--- config.mk ---
export PLATFORM = sky130hd
export DESIGN_NAME = vga_console
export DESIGN_NICKNAME = d
export VERILOG_FILES = /design/src/rtl/vga_pkg.sv /design/src/rtl/vga_console.sv
export SDC_FILE = /design/constraint.sdc
export NUM_CORES = 1
export LEC_CHECK = 0
export ABC_AREA = 1
export ABC_CLOCK_PERIOD_IN_PS = 5100
export BUFFER_PORTS_ARGS = -buffer_cell sky130_fd_sc_hd__buf_2
export CAP_MARGIN = 10
export CORE_UTILIZATION = 50
export CTS_BUF_LIST = sky130_fd_sc_hd__clkbuf_16
export CTS_CLUSTER_SIZE = 40
export DETAILED_ROUTE_END_ITERATION = 8
export GPL_ROUTABILITY_DRIVEN = 0
export PLACE_DENSITY_LB_ADDON = 0.2
export REMOVE_ABC_BUFFERS = 1
export SETUP_SLACK_MARGIN = 0.4
export SYNTH_ARGS = -nofsm -noshare
export SYNTH_HDL_FRONTEND = slang
export SYNTH_SLANG_ARGS = --single-unit
--- constraint.sdc ---
create_clock -name CLK -period 5.1 [get_ports CLK]
set_input_delay 0.255 -clock CLK [delete_from_list [all_inputs] [get_ports CLK]]
set_output_delay 0.255 -clock CLK [all_outputs]
set_load 0.005 [all_outputs]
--- src/rtl/vga_pkg.sv ---
// Shared definitions for the vga text-mode blocks: geometry defaults,
// control-code constants and the console state encoding.
package vga_pkg;

  localparam int DEFAULT_COLS   = 80;
  localparam int DEFAULT_ROWS   = 25;
  localparam int DEFAULT_ADDR_W = 11;

  localparam logic [7:0] CHAR_BS    = 8'h08;
  localparam logic [7:0] CHAR_LF    = 8'h0A;
  localparam logic [7:0] CHAR_FF    = 8'h0C;
  localparam logic [7:0] CHAR_CR    = 8'h0D;
  localparam logic [7:0] CHAR_SPACE = 8'h20;

  typedef enum logic [1:0] {
    IDLE         = 2'd0,
    CLEAR_LINE   = 2'd1,
    CLEAR_SCREEN = 2'd2
  } console_state_t;

endpackage

--- src/rtl/vga_console.sv ---
// Byte-stream console front end: tracks a cursor and turns printable/control
// bytes into single-cycle character writes for the vga text buffer.
module vga_console
  import vga_pkg::*;
#(
  parameter int COLS   = DEFAULT_COLS,
  parameter int ROWS   = DEFAULT_ROWS,
  parameter int ADDR_W = DEFAULT_ADDR_W
) (
  input  logic              CLK,
  input  logic              reset,
  input  logic [7:0]        in_data,
  input  logic              in_valid,
  output logic              in_ready,
  output logic [7:0]        write_char,
  output logic [ADDR_W-1:0] write_char_pos,
  output logic              write_char_strobe,
  output logic [6:0]        cursor_col,
  output logic [4:0]        cursor_row
);

  if (COLS * ROWS > 2 ** ADDR_W) begin : g_size_check
    $error("vga_console: COLS*ROWS does not fit in ADDR_W bits");
  end

  localparam logic [6:0]        LAST_COL   = 7'(COLS - 1);
  localparam logic [4:0]        LAST_ROW   = 5'(ROWS - 1);
  localparam logic [ADDR_W-1:0] LINE_LAST  = ADDR_W'(COLS - 1);
  localparam logic [ADDR_W-1:0] SCRN_LAST  = ADDR_W'(COLS * ROWS - 1);
  localparam logic [ADDR_W-1:0] ROW_STRIDE = ADDR_W'(COLS);

  console_state_t    state_r;
  logic [6:0]        col_r;
  logic [4:0]        row_r;
  logic [ADDR_W-1:0] line_base_r;
  logic [ADDR_W-1:0] clr_cnt_r;
  logic              in_ready_r;
  logic [7:0]        char_r;
  logic [ADDR_W-1:0] pos_r;
  logic              strobe_r;

  logic [4:0]        next_row_s;
  logic [ADDR_W-1:0] next_base_s;
  logic [ADDR_W-1:0] cursor_pos_s;
  logic              accept_s;

  // Next-row target for a line advance; the bottom row wraps to the top.
  always_comb begin
    next_row_s   = 5'd0;
    next_base_s  = '0;
    cursor_pos_s = line_base_r + ADDR_W'(col_r);
    accept_s     = in_valid && in_ready_r;
    if (row_r < LAST_ROW) begin
      next_row_s  = row_r + 5'd1;
      next_base_s = line_base_r + ROW_STRIDE;
    end else begin
      next_row_s  = 5'd0;
      next_base_s = '0;
    end
  end

  // Console state machine, cursor registers and registered write port.
  always_ff @(posedge CLK) begin
    if (reset) begin
      state_r     <= CLEAR_SCREEN;
      col_r       <= 7'd0;
      row_r       <= 5'd0;
      line_base_r <= '0;
      clr_cnt_r   <= '0;
      in_ready_r  <= 1'b0;
      char_r      <= 8'h00;
      pos_r       <= '0;
      strobe_r    <= 1'b0;
    end else begin
      strobe_r <= 1'b0;
      case (state_r)
        IDLE: begin
          in_ready_r <= 1'b1;
          if (accept_s) begin
            if (in_data >= CHAR_SPACE) begin
              strobe_r <= 1'b1;
              char_r   <= in_data;
              pos_r    <= cursor_pos_s;
              if (col_r < LAST_COL) begin
                col_r <= col_r + 7'd1;
              end else begin
                // Wrap: the char write goes out now, the line clear starts next cycle.
                col_r       <= 7'd0;
                row_r       <= next_row_s;
                line_base_r <= next_base_s;
                clr_cnt_r   <= '0;
                in_ready_r  <= 1'b0;
                state_r     <= CLEAR_LINE;
              end
            end else if (in_data == CHAR_LF) begin
              // LF has no write of its own, so its first clear strobe issues immediately.
              col_r       <= 7'd0;
              row_r       <= next_row_s;
              line_base_r <= next_base_s;
              strobe_r    <= 1'b1;
              char_r      <= CHAR_SPACE;
              pos_r       <= next_base_s;
              clr_cnt_r   <= ADDR_W'(1);
              in_ready_r  <= 1'b0;
              state_r     <= CLEAR_LINE;
            end else if (in_data == CHAR_CR) begin
              col_r <= 7'd0;
            end else if (in_data == CHAR_BS) begin
              if (col_r != 7'd0) begin
                col_r    <= col_r - 7'd1;
                strobe_r <= 1'b1;
                char_r   <= CHAR_SPACE;
                pos_r    <= cursor_pos_s - ADDR_W'(1);
              end else begin
                col_r <= col_r;
              end
            end else if (in_data == CHAR_FF) begin
              clr_cnt_r  <= '0;
              in_ready_r <= 1'b0;
              state_r    <= CLEAR_SCREEN;
            end else begin
              state_r <= IDLE;
            end
          end else begin
            state_r <= IDLE;
          end
        end
        CLEAR_LINE: begin
          in_ready_r <= 1'b0;
          strobe_r   <= 1'b1;
          char_r     <= CHAR_SPACE;
          pos_r      <= line_base_r + clr_cnt_r;
          if (clr_cnt_r == LINE_LAST) begin
            clr_cnt_r <= '0;
            state_r   <= IDLE;
          end else begin
            clr_cnt_r <= clr_cnt_r + ADDR_W'(1);
          end
        end
        CLEAR_SCREEN: begin
          in_ready_r <= 1'b0;
          strobe_r   <= 1'b1;
          char_r     <= CHAR_SPACE;
          pos_r      <= clr_cnt_r;
          if (clr_cnt_r == SCRN_LAST) begin
            clr_cnt_r   <= '0;
            col_r       <= 7'd0;
            row_r       <= 5'd0;
            line_base_r <= '0;
            state_r     <= IDLE;
          end else begin
            clr_cnt_r <= clr_cnt_r + ADDR_W'(1);
          end
        end
        default: begin
          clr_cnt_r  <= '0;
          in_ready_r <= 1'b0;
          state_r    <= CLEAR_SCREEN;
        end
      endcase
    end
  end

  assign in_ready          = in_ready_r;
  assign write_char        = char_r;
  assign write_char_pos    = pos_r;
  assign write_char_strobe = strobe_r;
  assign cursor_col        = col_r;
  assign cursor_row        = row_r;

endmodule

==> flow_summary.toml, run 1 <==
[floorplan]
ioPinCount = 44
floorplan.initialDensity = 0.528
die_height_um = 96.1
die_ar_um2 = 9230
core.rowCount = 33
x_dimension_of_the_die_um = 96.1
core_area_um2 = 8380

[routing]
met3_length_um = 1020
top_layer = "met4"
finalWirelength_um = 12900
vias_post_dr = 4783
drt_first_pass_iters = 5
drt_iter0_markers = 389
ant_nets = 0
viasPerCell = 5.79
met1Wirelength_um = 5720
post-route-drc-count = 0
routedWlPerCell_um = 15.6
met2WireLength_um = 5720

[sta]
holdWs_ps = 190
rsz0062_at_grt = "no"
relSlewSlack = 0.394
worstMarginPinSlew_ps = 906
setup_violations = 0
final_max_slew_viol_count = 0
fin_crit_sh = 0.487
fin_worst_skew_ps = 8.14
final_sum_of_negative_setup_slack_ps = 0
final.min_clock_period_ps = 2480
achievable_frequency_mhz = 403
final-hold-violation-count = 0

[logic_synthesis]
synth.most_common_cell = "nand2_1"
synth_commonest_cells = "nand2_1, inv_1, a21oi_1"
postSynth.asyncResetShare = 0
library_cell_occupying_the_most_area_in_the_post_synthesis_netlist = "dfxtp_1"
avgSynthCellArea_um2 = 6.53
yosys-top-cells-area = "dfxtp_1, nand2_1, a21oi_1"
syn-instance-count = 678
synth_area_um2 = 4420
synth-seq-area-share = 0.258
synth-edff-count = 0
synth-main-ff-cell = "dfxtp_1"
synth.distinct_cells = 50
synth.yosys.warnings = 0
postSynthRegisterBits = 57
post-synth-top-area-fraction = 0.258

[cells_and_area]
n_fill_cell = 830
nNetsFinal = 757
post_route_cells_drive_above_1_share = 0.122
flip_flop_and_latch_area_um2 = 1140
area_growth_syn_to_layout_pct = 12.6
antenna_cells = 0
multi_input_area_um2 = 2860

[critical_path]
path_cells = "ha_1 -> fa_1 -> nand2_1 -> nand2_1 -> nand2_1 -> nand2_1 -> nand2_1 -> nand3_1 -> nor2_1 -> xor2_1 -> nand2_1 -> nand3_1 -> nand3_1 -> a21oi_1"
r2r_setup_slack_ps = 2620
slowest_stage = "fa_1"
max_stage_delay_ps = 390
crit_type = "flop to flop"
critical_path_required_ps = 5360
critical-path-top-cell-by-count = "nand2_1"
setup.worst_path.start_class = "flop"
crit_path_start = "cursor_col[0]"
timing.rr.start = "cursor_col[0]"
reg2regPathDepth = 14
endpoint = "write_char_pos[6]"
cp-end-kind = "flop"
timing.critical_path.fanout_max = 6
worst-endpoint-arrival_ps = 2740
critical_path.reg2reg.endpoint = "write_char_pos[6]"

[flow_run]
cap_viol_max_count = 0

[clocking]
clkTransAtPathRegs_ps = 60
clk_root_buffer_cell = "clkbuf_16"
insertion_delay_ps = 330
cts-htree-levels = 3
post-cts-setup-buffer-count = 0
cts.repair.resized = 0
clock-sinks = 57
cts_max_path_buffers = 2
tritoncts = "built"
holdBufCountCts = 0
cts-buffers-inserted = 9

[global_route]
grt_first_pass_wirelength_um = 20800
number_of_global_route_vias_before_repair = 4444
initial_antenna_violation_count = 0
grt_max_degree = 25
global_route.usage.total = 0.295
total_global_routing_overflow = 0

[placement]
place_hpwl_um = 9880
numPortBuffers = 43

[pwr]
leakagePower_uw = 0.00234
pwr_density_cell_nw_per_um2 = 219
peak_supply_drop_mv = 0.177

[outcome]
status = "finished, final reports clean"

[hold_path]
holdCritPathClass = "primary input to flop"
==> cells in the final DEF, fill, tap and decap left out, drive strengths merged <==
| cell type | instances |
|---|---|
| a211oi | 9 |
| a21boi | 1 |
| a21o | 1 |
| a21oi | 82 |
| a221oi | 1 |
| a311oi | 1 |
| a31oi | 3 |
| and2 | 1 |
| and3 | 2 |
| buf | 43 |
| bufinv | 1 |
| clkbuf | 9 |
| clkinv | 4 |
| clkinvlp | 2 |
| dfxtp | 57 |
| fa | 2 |
| ha | 28 |
| inv | 91 |
| nand2 | 146 |
| nand3 | 62 |
| nand3b | 3 |
| nand4 | 8 |
| nor2 | 64 |
| nor3 | 18 |
| nor4 | 3 |
| o2111ai | 2 |
| o211ai | 4 |
| o21a | 1 |
| o21ai | 41 |
| o21bai | 4 |
| o221ai | 4 |
| o22ai | 3 |
| or2 | 6 |
| xnor2 | 5 |
| xor2 | 9 |
==> worst min path at each step <==
stage / startpoint / endpoint / slack [ps] / cells after the start
floorplan: reset / write_char[0] / 320 / 1
global placement: write_char[1] / write_char[1] / 450 / 2
detailed placement: write_char[3] / write_char[3] / 450 / 2
CTS: in_data[5] / write_char[5] / 190 / 3
global route: in_data[5] / write_char[5] / 210 / 3
finish: in_data[5] / write_char[5] / 190 / 3
==> area by class of cell <==
class	count	area share
multi-input cells	514	0.575
flip-flops and latches	57	0.229
inverters	91	0.0688
clock buffers	9	0.0452
repair buffers	43	0.0432
well taps	105	0.0264
clock inverters	7	0.0126
==> layer usage <==
| metal | GRT usage | vias to the layer above |
|---|---|---|
| met3 | 0.0632 | 43 |
| met2 | 0.474 | 212 |
| met4 | 0.137 | 0 |
| li1 | - | 2362 |
| met5 | 0 | - |
| met1 | 0.376 | 2166 |
==> where the power goes <==
group	internal (uW)	total (uW)	switching [uW]	leakage [uW]
clock	372	591	219	0.000140
sequential	450	453	3.63	0.000461
combinational	14.7	45.2	30.5	0.00173
total	837	1090	253	0.00234
==> cell families after synthesis <==
group / after synthesis / share of synthesized area
xor gates and xnor gates: 14 / 0.0277
adders and majority gates: 30 / 0.0882
and+or+nand+nor: 313 / 0.323
AOI/OAI and AO/OA: 157 / 0.208
buffers and inverters: 107 / 0.0953
DFF: 57 / 0.258
==> critical path: cells and delay by family (launching register included) <==
family / cells / cell delay (ps)
and+or+nand+nor: 10 / 1010
adders and majority gates: 2 / 650
DFF: 1 / 360
xor gates and xnor gates: 1 / 250
AOI/OAI and AO/OA: 1 / 140
==> state kept, by name, indices dropped and copies added, names as in the netlist <==
register           count
cursor_col             7
clr_cnt_r             11
line_base_r           11
state_r                2
write_char_strobe      1
write_char             8
in_ready               1
write_char_pos        11
cursor_row             5
==> stage by stage <==
| step | util | cell area, um2 | total power (uW) | setup WS, ps | instances |
|---|---|---|---|---|---|
| floorplan | - | 4350 | 487 | 2920 | 662 |
| global placement | 0.560 | 4690 | 506 | 2550 | 810 |
| detailed placement | 0.560 | 4690 | 507 | 2500 | 810 |
| CTS | 0.594 | 4980 | 1100 | 2670 | 826 |
| global route | 0.594 | 4980 | 1120 | 2340 | 826 |
| finish | 0.594 | 4980 | 1090 | 2620 | 826 |
No activity file was read; power rests on OpenSTA's default activity.
==> run 2, diff against run 1 <==
--- a/config.mk
+++ b/config.mk
@@ -6,7 +6,7 @@
 export NUM_CORES = 1
 export LEC_CHECK = 0
 export ABC_AREA = 1
-export ABC_CLOCK_PERIOD_IN_PS = 5100
+export ABC_CLOCK_PERIOD_IN_PS = 2500
 export BUFFER_PORTS_ARGS = -buffer_cell sky130_fd_sc_hd__buf_2
 export CAP_MARGIN = 10
 export CORE_UTILIZATION = 50
==> constraint.sdc (replaced) <==
create_clock -name CLK -period 2.5 [get_ports CLK]
set_input_delay 0.125 -clock CLK [delete_from_list [all_inputs] [get_ports CLK]]
set_output_delay 0.125 -clock CLK [all_outputs]
set_load 0.005 [all_outputs]
==> run 2 against run 1 <==
Non-clock buffer count is 15 higher. Sequential cell count is the same. Critical path depth decreased by 5. Via count is 2.1% higher. Utilization up 3.3 points. Largest cell class unchanged.
==> flow_summary.toml, run 2 (synthesized netlist as in run 1, its figures left out) <==
[routing]
vias_post_dr = 4883
post-route-drc-count = 0
viasPerCell = 5.81
drt_first_pass_iters = 5
finalWirelength_um = 13100
drt_iter0_markers = 438
routedWlPerCell_um = 15.6
ant_nets = 0

[clocking]
clock-sinks = 57
clkTransAtPathRegs_ps = 50
insertion_delay_ps = 330
cts_max_path_buffers = 2
clk_root_buffer_cell = "clkbuf_16"
cts-htree-levels = 3
tritoncts = "built"
cts-buffers-inserted = 9

[cells_and_area]
final_design_area_no_fill_um2 = 5250
mostFrequentLayoutCells = "nand2_1, inv_1, a21oi_1"
layoutNonFillerInstCount = 840
area_growth_syn_to_layout_pct = 18.7
post_route_cells_drive_above_1_share = 0.204
n_fill_cell = 784
antenna_cells = 0
nNetsFinal = 772
mostFrequentLayoutCell = "nand2_1"

[floorplan]
die_height_um = 96.1
core.rowCount = 33
die_ar_um2 = 9230
floorplan.initialDensity = 0.528
core_area_um2 = 8380
ioPinCount = 44
x_dimension_of_the_die_um = 96.1

[placement]
placed_cell_area_um2 = 4780
place_worst_setup_slack_ps = 184
place_hpwl_um = 9900
place_inst = 822
numPortBuffers = 43

[global_route]
number_of_global_route_vias_before_repair = 4400
total_global_routing_overflow = 0
grt_first_pass_wirelength_um = 20200
grt_max_degree = 24
initial_antenna_violation_count = 0
global_route.usage.total = 0.291

[critical_path]
setup.worst_path.start_class = "flop"
crit_type = "flop to flop"
critical_path_required_ps = 2760
timing.critical_path.fanout_max = 7
timing.rr.start = "clr_cnt_r[3]"
cp-end-kind = "flop"
crit_path_start = "clr_cnt_r[3]"
worst-endpoint-arrival_ps = 2450

[sta]
rsz0062_at_grt = "yes"
setup_violations = 0
worst_slack_ps = 310
achievable_frequency_mhz = 457
worstMarginPinSlew_ps = 579
final_max_slew_viol_count = 0
fin_crit_sh = 0.876
relSlewSlack = 0.613
final_sum_of_negative_setup_slack_ps = 0
final-hold-violation-count = 0
fin_worst_skew_ps = 8.11
final.min_clock_period_ps = 2190

[hold_path]
worst_hold_startpoint = "in_data[5]"
holdCritPathClass = "primary input to flop"

[pwr]
pwr_density_cell_nw_per_um2 = 397
leakagePower_uw = 0.00244
part_of_the_power_in_registers = 0.444
power_frac_clock = 0.510
report.power.total_uw = 2080
total_switching_power_uw = 486
comb_power_share = 0.046
peak_supply_drop_mv = 0.288
power_report.internal_total_uw = 1600
fraction_of_power_spent_switching_nets = 0.233

[flow_run]
cap_viol_max_count = 0

[outcome]
status = "finished, final reports clean"
## run 2: cell count changes in the layout (fill, tap and decap cells not counted), sizes merged
cell | before | now
clkinvlp | 2 | 1
buf | 43 | 58
bufinv | 1 | 0
inv | 91 | 92
## run 2: area by class of cell
type | instances | area [um2] | area share
inverter | 91 | 343 | 0.0653
multi-input combinational | 514 | 3020 | 0.574
clock buffer | 9 | 225 | 0.0429
sequential | 57 | 1170 | 0.222
tap | 105 | 131 | 0.0250
clock inverter | 6 | 28.8 | 0.00548
timing repair buffer | 58 | 340 | 0.0648
## run 2: final timing paths
path | end | slack [ps] | depth (start not counted)
max | write_char_pos[8] | 310 | 9
min | write_char[5] | 70 | 3
max reg2reg | write_char_pos[8] | 310 | 9
min reg2reg | write_char[3] | 460 | 2
## run 2: power by group through the flow
stage               Clock [uW]  Sequential (uW)  Combinational [uW]
finish                    1060              925                96.5
global route              1100              925                 105
CTS                       1070              926                93.5
detailed placement           0              944                92.1
global placement             0              944                89.6
floorplan                    0              943                51.1
## run 2: critical path, stage by stage (launching register included)
cell,delay [ps]
dfxtp_2,360
ha_1,390
a21oi_1,120
o21ai_0,310
a21oi_2,80
o21bai_1,200
nor2_1,70
o21ai_0,300
nand3_1,140
a21oi_1,140
## run 2: stage by stage
stage	utilization	hold WS, ps
5_1_grt	0.627	105
3_3_place_gp	0.571	386
2_1_floorplan	-	194
6_report	0.627	71.0
4_1_cts	0.614	67.8
3_5_place_dp	0.571	400
## run 2: per-layer routing
| metal | GRT usage | vias up | wire length, um |
|---|---|---|---|
| met1 | 0.353 | 2224 | 5470 |
| met3 | 0.0411 | 44 | 988 |
| met5 | 0 | - | 0 |
| met2 | 0.495 | 227 | 6170 |
| met4 | 0.158 | 0 | 510 |
| li1 | - | 2388 | - |
## run 2: timing repair
action,in CTS,in global routing
setup endpoints to repair,23,32
pin swaps,11,6
hold buffers,0,0
resized for setup,31,32
setup buffers,3,0
hold endpoints to repair,0,0
==> run 3, diff against run 2 <==
--- a/config.mk
+++ b/config.mk
@@ -14,6 +14,7 @@
 export CTS_CLUSTER_SIZE = 40
 export DETAILED_ROUTE_END_ITERATION = 8
 export GPL_ROUTABILITY_DRIVEN = 0
+export MAX_ROUTING_LAYER = met4
 export PLACE_DENSITY_LB_ADDON = 0.2
 export REMOVE_ABC_BUFFERS = 1
 export SETUP_SLACK_MARGIN = 0.4
==> run 3 against run 2 <==
Sequential share of layout area did not move. Setup slack better by 7.5 ps. Sequential cell count unchanged. Critical path type unchanged. Clock power barely moved. Die area is the same. Wire length is 0.16% higher. Count of clock-buffer cells in the layout unchanged. Global-route usage rose by 0.86 points.
==> flow_summary.toml, run 3 (synthesized netlist as in run 1, its figures left out) <==
[outcome]
status = "finished, final reports clean"

[global_route]
global_route.usage.total = 0.300
initial_antenna_violation_count = 0
grt_max_degree = 24
total_global_routing_overflow = 0
grt.busiest_layer = "met2"
number_of_global_route_vias_before_repair = 4394
grt_first_pass_wirelength_um = 20300
global_route.usage.met3 = 0.0411
grt_util_met2 = 0.493
met1_usage = 0.355

[routing]
vias_post_dr = 4886
finalWirelength_um = 13200
viasPerCell = 5.82
drt_first_pass_iters = 5
routedWlPerCell_um = 15.7
ant_nets = 0
post-route-drc-count = 0
drt_iter0_markers = 434

[floorplan]
ioPinCount = 44
core_area_um2 = 8380
floorplan.initialDensity = 0.528
die_height_um = 96.1
die_ar_um2 = 9230
core.rowCount = 33
x_dimension_of_the_die_um = 96.1

[sta]
fin_worst_skew_ps = 8.25
relSlewSlack = 0.612
achievable_frequency_mhz = 458
final-hold-violation-count = 0
final_sum_of_negative_setup_slack_ps = 0
final.min_clock_period_ps = 2180
setup_violations = 0
final_max_slew_viol_count = 0
worstMarginPinSlew_ps = 581
fin_crit_sh = 0.873
rsz0062_at_grt = "yes"

[clocking]
clkTransAtPathRegs_ps = 50
clk_root_buffer_cell = "clkbuf_16"
cts-buffers-inserted = 9
cts-htree-levels = 3
insertion_delay_ps = 330
clock-sinks = 57
tritoncts = "built"
cts_max_path_buffers = 2

[critical_path]
cp-end-kind = "flop"
crit_type = "flop to flop"
worst-endpoint-arrival_ps = 2380
timing.critical_path.fanout_max = 4
critical_path_required_ps = 2700
setup.worst_path.start_class = "flop"

[pwr]
total_switching_power_uw = 487
power_report.internal_total_uw = 1600
part_of_the_power_in_registers = 0.444
pwr_density_cell_nw_per_um2 = 397
comb_power_share = 0.046
fraction_of_power_spent_switching_nets = 0.234
power_frac_clock = 0.510
peak_supply_drop_mv = 0.287
leakagePower_uw = 0.00244

[cells_and_area]
final_design_area_no_fill_um2 = 5250
mostFrequentLayoutCell = "nand2_1"
post_route_cells_drive_above_1_share = 0.204
mostFrequentLayoutCells = "nand2_1, inv_1, a21oi_1"
n_fill_cell = 784
antenna_cells = 0
area_growth_syn_to_layout_pct = 18.7
final_core_utilization = 0.627
nNetsFinal = 772

[placement]
placed_cell_area_um2 = 4780
place_hpwl_um = 9900
numPortBuffers = 43

[hold_path]
holdCritPathClass = "primary input to flop"

[flow_run]
cap_viol_max_count = 0
-- run 3: critical path: stages (launching register included) --
cell	delay, ps
dfxtp_2	340
ha_4	160
fa_2	350
nand2_2	100
nand2_2	80
nand2_1	60
nand2_1	60
nand2_2	130
nand3_4	100
nor2_4	130
nand2_1	70
or2_0	200
nand3_1	70
nand2_1	60
nand3_1	70
a21oi_1	70
-- run 3: layout make-up --
type / instances / area, um2 / share of cell area
Timing Repair Buffer: 58 / 340 / 0.0648
Sequential cell: 57 / 1170 / 0.222
Multi-Input combinational cell: 514 / 3020 / 0.574
Inverter: 91 / 343 / 0.0653
Tap cell: 105 / 131 / 0.0250
Clock inverter: 6 / 28.8 / 0.00548
Clock buffer: 9 / 225 / 0.0429
-- run 3: final timing paths --
kind	startpoint	to	slack [ps]	cells past startpoint
setup / recovery	line_base_r[0]	write_char_pos[8]	320	15
hold / removal	in_data[5]	write_char[5]	70	3
setup reg to reg	line_base_r[0]	write_char_pos[8]	320	15
hold reg to reg	write_char[3]	write_char[3]	460	2
-- run 3: power groups by stage --
stage,sequential (uW),combinational (uW),clock (uW)
after floorplan,943,51.1,0
after global placement,944,89.6,0
after detailed placement,944,92.1,0
after CTS,926,93.5,1070
after global routing,925,105,1110
final,925,96.4,1060
-- run 3: per-layer routing --
metal,wire length (um),vias to the layer above
li1,-,2387
met1,5510,2224
met2,6260,240
met3,938,35
met4,450,0
met5,0,-
-- run 3: stage by stage --
step	total power [uW]	hold slack (ps)	instances	setup WS, ps
CTS	2090	67.8	840	334
global placement	1030	386	822	251
finish	2090	70.2	840	317
detailed placement	1040	400	822	184
floorplan	994	194	662	324
global route	2140	105	840	184
-- run 3: repair_timing --
item	CTS	global route
hold buffers	0	0
endpoints found under the hold margin	0	0
pin swaps	11	6
buffers inserted	3	0
gates resized for setup	31	32
cloned	0	0
endpoints found under the setup margin	23	32
